==> src/rtl/fxp_seq_mul.sv <==
// fxp_seq_mul -- sequential signed fixed-point multiplier (shift-add, one bit
// of |b| per clock, LSB first).
//
// Operands are two's complement. The block works on magnitudes and applies
// the recorded sign at the end, so the product is exact for every pair,
// including -2^(A-1) * -2^(B-1). In Qn.f terms the binary point of o_mul sits
// at fa+fb.
//
// Handshake: a transfer happens on a rising edge where valid and ready are
// both high (i_valid/o_ready on the operand side, o_valid/i_ready on the
// product side). Valid never depends on ready. Once o_valid rises, o_valid and
// o_mul hold until the consumer takes the product. The block never accepts
// operands on the same edge that it hands over a product.
//
// Ports:
//   i_clk    clock, rising edge
//   i_reset  synchronous, active-high reset
//   i_valid  operand pair offered
//   o_ready  operands can be accepted (high only in IDLE)
//   i_a      signed multiplicand, A bits
//   i_b      signed multiplier, B bits
//   o_valid  product available (DONE state)
//   i_ready  consumer takes the product
//   o_mul    registered signed product, MUL_O = A+B bits
//   o_busy   debug: high while the shift-add loop is running
module fxp_seq_mul #(
  parameter int A     = 8,
  parameter int B     = 8,
  parameter int MUL_O = A + B
) (
  input  logic             i_clk,
  input  logic             i_reset,
  input  logic             i_valid,
  output logic             o_ready,
  input  logic [A-1:0]     i_a,
  input  logic [B-1:0]     i_b,
  output logic             o_valid,
  input  logic             i_ready,
  output logic [MUL_O-1:0] o_mul,
  output logic             o_busy
);

  localparam int CW = (B > 1) ? $clog2(B) : 1;

  typedef enum logic [1:0] {
    S_IDLE = 2'd0,
    S_BUSY = 2'd1,
    S_DONE = 2'd2
  } state_t;

  state_t           state;
  logic [A-1:0]     a_mag;
  logic [B-1:0]     b_mag;
  logic             sign;
  logic [MUL_O-1:0] acc;
  logic [CW-1:0]    cnt;

  logic [A-1:0]     in_a_mag;
  logic [B-1:0]     in_b_mag;
  logic [MUL_O-1:0] addend;
  logic [MUL_O-1:0] acc_next;

  // Magnitudes are kept unsigned at the operand width: the most negative
  // value negates to itself as a bit pattern, which read unsigned is exactly
  // 2^(W-1), so no extra bit is needed.
  always_comb begin
    in_a_mag = i_a;
    in_b_mag = i_b;
    if (i_a[A-1]) in_a_mag = ~i_a + A'(1);
    if (i_b[B-1]) in_b_mag = ~i_b + B'(1);
  end

  // One shift-add step: |a| weighted by the current bit position of |b|.
  always_comb begin
    addend = '0;
    if (b_mag[cnt]) addend = MUL_O'(a_mag) << cnt;
    acc_next = acc + addend;
  end

  always_ff @(posedge i_clk) begin
    if (i_reset) begin
      state   <= S_IDLE;
      a_mag   <= '0;
      b_mag   <= '0;
      sign    <= 1'b0;
      acc     <= '0;
      cnt     <= '0;
      o_valid <= 1'b0;
      o_mul   <= '0;
    end else begin
      unique case (state)
        S_IDLE: begin
          if (i_valid) begin
            a_mag <= in_a_mag;
            b_mag <= in_b_mag;
            sign  <= i_a[A-1] ^ i_b[B-1];
            acc   <= '0;
            cnt   <= '0;
            state <= S_BUSY;
          end
        end
        S_BUSY: begin
          acc <= acc_next;
          if (cnt == CW'(B - 1)) begin
            // A zero magnitude negates to zero, so no negative zero arises.
            o_mul   <= sign ? (~acc_next + MUL_O'(1)) : acc_next;
            o_valid <= 1'b1;
            state   <= S_DONE;
          end else begin
            cnt <= cnt + CW'(1);
          end
        end
        S_DONE: begin
          if (i_ready) begin
            o_valid <= 1'b0;
            state   <= S_IDLE;
          end
        end
        default: begin
          o_valid <= 1'b0;
          state   <= S_IDLE;
        end
      endcase
    end
  end

  assign o_ready = (state == S_IDLE);
  assign o_busy  = (state == S_BUSY);

endmodule

==> config.mk <==
export PLATFORM = sky130hd
export DESIGN_NAME = fxp_seq_mul
export DESIGN_NICKNAME = d
export VERILOG_FILES = /design/src/rtl/fxp_seq_mul.sv
export SDC_FILE = /design/constraint.sdc
export NUM_CORES = 1
export LEC_CHECK = 0
export ABC_AREA = 1
export BUFFER_PORTS_ARGS = -buffer_cell sky130_fd_sc_hd__buf_2
export CORE_ASPECT_RATIO = 0.6
export CORE_MARGIN = 2
export CORE_UTILIZATION = 54
export CTS_CLUSTER_DIAMETER = 120
export DETAILED_ROUTE_END_ITERATION = 7
export GPL_TIMING_DRIVEN = 0
export PLACE_DENSITY = 0.77
export RECOVER_POWER = 50
export SETUP_SLACK_MARGIN = 0.2
export SYNTH_ARGS = -nofsm -noshare
export SYNTH_HDL_FRONTEND = slang
export SYNTH_SLANG_ARGS = --single-unit
==> constraint.sdc <==
create_clock -name i_clk -period 3.35 [get_ports i_clk]
set_input_delay 0.67 -clock i_clk [delete_from_list [all_inputs] [get_ports i_clk]]
set_output_delay 0.67 -clock i_clk [all_outputs]
set_load 0.05 [all_outputs]
==> results.json <==
{
  "period_minus_slack_ps": 3130,
  "crit_type": "register to register",
  "maxCapViolCount": 0,
  "syn-cell-area_mm2": 0.00407,
  "tightest_slew_ps": 659,
  "synth_cell_types": 37,
  "finClkSkew_ps": 6.87,
  "synth_area_per_cell_um2": 6.07,
  "r2r.worst_path.cells": 22,
  "dp.cells": 811,
  "synth_ff_type": "dfxtp_1",
  "finalPower_mw": 1.71,
  "gp_congestion": 0.946,
  "slew_headroom_pct": 56.1,
  "hold_class": "register to register",
  "ctsHoldBuffers": 0,
  "crit_fanout": 9,
  "gr-usage-all-layers_pct": 31.5,
  "start_kind": "register",
  "drtPass1Iterations": 6,
  "netlist_instances": 671,
  "crit_required_ps": 3520,
  "rows": 24,
  "nNetsFinal": 772,
  "pwr-share-comb_pct": 25.6,
  "antenna_cells": 0,
  "switching_share_pct": 33.4,
  "multi_input_area_mm2": 0.00286,
  "antenna_left": 0,
  "cp-end-kind": "register",
  "crit_start": "cnt[0]",
  "p_int_mw": 1.14,
  "cts_made_buffers": 5,
  "grt_start_max_net_pins": 19,
  "setup_tns_ps": 0,
  "fp.dieH_um": 71.3,
  "max-vdd-ir-drop_mv": 0.294,
  "fmax_ghz": 0.320,
  "r2r-start": "cnt[0]",
  "layout.area.seq_mm2": 0.00110,
  "critPathArrivalTime_ps": 3300,
  "remaining_drc_errors": 0,
  "setup_viol": 0,
  "clock_latency_ps": 310,
  "maxSlewViolCount": 0,
  "wl_um": 12900,
  "ys_seq_area_share_pct": 27.0,
  "cts.sinks": 55,
  "cts_buffer_depth": 2,
  "fin_cells": 836,
  "fillers": 635,
  "grt_antenna_before_repair": 0,
  "core-area_mm2": 0.00730,
  "clkTransAtPathRegs_ps": 80,
  "wl_per_cell_um": 15.4,
  "die_w_um": 116,
  "timing.rr.end": "o_mul[8]",
  "via_per_inst": 5.65,
  "status": "finished clean",
  "yosysWarnings": 0,
  "cts_max_level": 2,
  "io_buffers": 36,
  "cts-root-buf": "clkbuf_16",
  "dieArea_mm2": 0.00827,
  "cts_tree": "built",
  "post-dp-hpwl_um": 9340,
  "holdWs_ps": 481,
  "ys_ff_latch": 55,
  "first_global_vias": 4125,
  "p_leak_nw": 2.47,
  "period_share_pct": 93.4,
  "critical_path.endpoint": "o_mul[8]",
  "num_vias": 4721,
  "switching_power_mw": 0.572,
  "initial_core_util_pct": 55.8,
  "ios": 39,
  "dr.first_iter.drc_count": 498,
  "seqPwrFrac_pct": 40.4,
  "synth_edf_count": 0,
  "areaGrowthSynthToFinish_pct": 23.3,
  "p_clk_share_pct": 34.0,
  "drive_above_1_share_pct": 18.4,
  "rsz0062_at_grt": "yes",
  "p_per_area_mw_per_mm2": 341,
  "hold_viol_final": 0,
  "grt-ovfl-total": 0,
  "grt_pass1_wl_um": 20300,
  "r2r_setup_slack_ps": 220,
  "syn-num-nets": 712,
  "async_flop_share_pct": 0
}
## stage by stage
step           utilization, %  instance area (µm²)  setup WS [ps]
2_1_floorplan               -                 4070            284
3_3_place_gp             60.1                 4380           -300
3_5_place_dp             60.1                 4380           -352
4_1_cts                  64.4                 4700            180
5_1_grt                  68.8                 5020           18.8
6_report                 68.8                 5020            222
## worst min path at each step
stage                       start  endpoint  slack (ps)  cells past startpoint
after detailed placement   acc[2]    acc[2]         470                      2
final                     acc[13]   acc[13]         480                      2
after global placement     acc[2]    acc[2]         460                      2
after floorplan            acc[2]    acc[2]         450                      2
after CTS                  acc[2]    acc[2]         480                      2
after global routing       acc[2]    acc[2]         490                      2
## cell usage after synthesis (2+ instances only)
| cell type | count | area share [%] |
|---|---|---|
| clkbuf_1 | 18 | 1.7 |
| o21ai_0 | 40 | 4.9 |
| xor2_1 | 7 | 1.5 |
| nand2_1 | 212 | 20 |
| nand4_1 | 8 | 1.2 |
| buf_4 | 3 | 0.55 |
| nor2_2 | 6 | 0.92 |
| mux2i_1 | 2 | 0.49 |
| nand2_2 | 13 | 2.0 |
| o22ai_1 | 2 | 0.31 |
| nand3_2 | 2 | 0.49 |
| xnor2_1 | 3 | 0.65 |
| o221ai_1 | 8 | 1.7 |
| inv_1 | 95 | 8.8 |
| a31oi_1 | 4 | 0.61 |
| a21oi_1 | 47 | 5.8 |
| o211ai_1 | 3 | 0.55 |
| buf_1 | 2 | 0.18 |
| o21a_1 | 6 | 1.1 |
| ha_1 | 20 | 6.1 |
| nor2_1 | 54 | 5.0 |
| nor3_1 | 12 | 1.5 |
| dfxtp_1 | 55 | 27 |
| and2_1 | 2 | 0.31 |
| nand3_1 | 33 | 4.1 |
| nand3b_1 | 3 | 0.55 |
## worst max-delay path, stage by stage (launching register included)
cell     delay (ps)
dfxtp_2         360
buf_8           140
inv_8            50
o21ai_1         150
o22ai_2         110
nand2_2         110
buf_4           140
nand2_4          70
o21ai_1         100
inv_1            90
ha_4            310
nand2_1         140
inv_2            90
nand3_1         110
nand2_2         110
nand2_1         100
nand2_4         120
nand2_1          90
nor2_2          150
buf_4           140
a21oi_2          40
xor2_1          180
a21oi_1          90
## cell families (layout without fill, tap and decap cells)
kind of cell | count (synthesis) | after routing | synth area share [%]
and+or+nand+nor | 347 | 347 | 35.9
buffers and inverters | 119 | 180 | 11.2
AOI/OAI and AO/OA | 116 | 116 | 16.1
DFF | 55 | 55 | 27.0
adders and majority gates | 21 | 21 | 6.64
xor gates and xnor gates | 11 | 11 | 2.55
muxes | 2 | 2 | 0.492
## cell usage in the layout, fill, tap and decap left out, drive strengths merged, types with 12 or more instances in the layout
master / instances
ha: 20
nor2: 60
clkbuf: 45
inv: 97
buf: 37
o21ai: 41
nor3: 12
dfxtp: 55
a21oi: 48
nand2: 225
nand3: 35
## layer usage
metal	GRT usage (%)	wire [µm]	vias to the layer above
li1	-	-	2272
met1	50.2	6010	2154
met2	42.7	5130	270
met3	6.77	1520	25
met4	7.14	216	0
met5	0	0	-
## final cells by class
class | instances | share of cell area (%)
timing repair buffer | 53 | 5.66
sequential | 55 | 22.0
buffer | 23 | 2.34
clock buffer | 6 | 2.77
multi-input combinational | 497 | 56.9
tap | 104 | 2.59
clock inverter | 2 | 0.399
inverter | 96 | 7.38
## registers in the layout, summed over array words and instances, names as in the netlist
register  count
acc          16
o_mul        16
a_mag         8
b_mag         8
cnt           3
state         2
o_valid       1
sign          1
## what timing repair did
action                     CTS  global route
setup endpoints to repair   20            15
resized for setup           37            80
setup buffers                7             9
cloned                       1             0
pin swaps                   11            27
## power by group through the flow
| stage | clock (mW) | sequential [mW] | combinational [mW] |
|---|---|---|---|
| global placement | 0 | 0.703 | 0.321 |
| floorplan | 0 | 0.698 | 0.244 |
| finish | 0.582 | 0.692 | 0.439 |
| global route | 0.604 | 0.693 | 0.481 |
| detailed placement | 0 | 0.703 | 0.330 |
| CTS | 0.584 | 0.688 | 0.371 |
No activity file was read; power rests on OpenSTA's default activity.
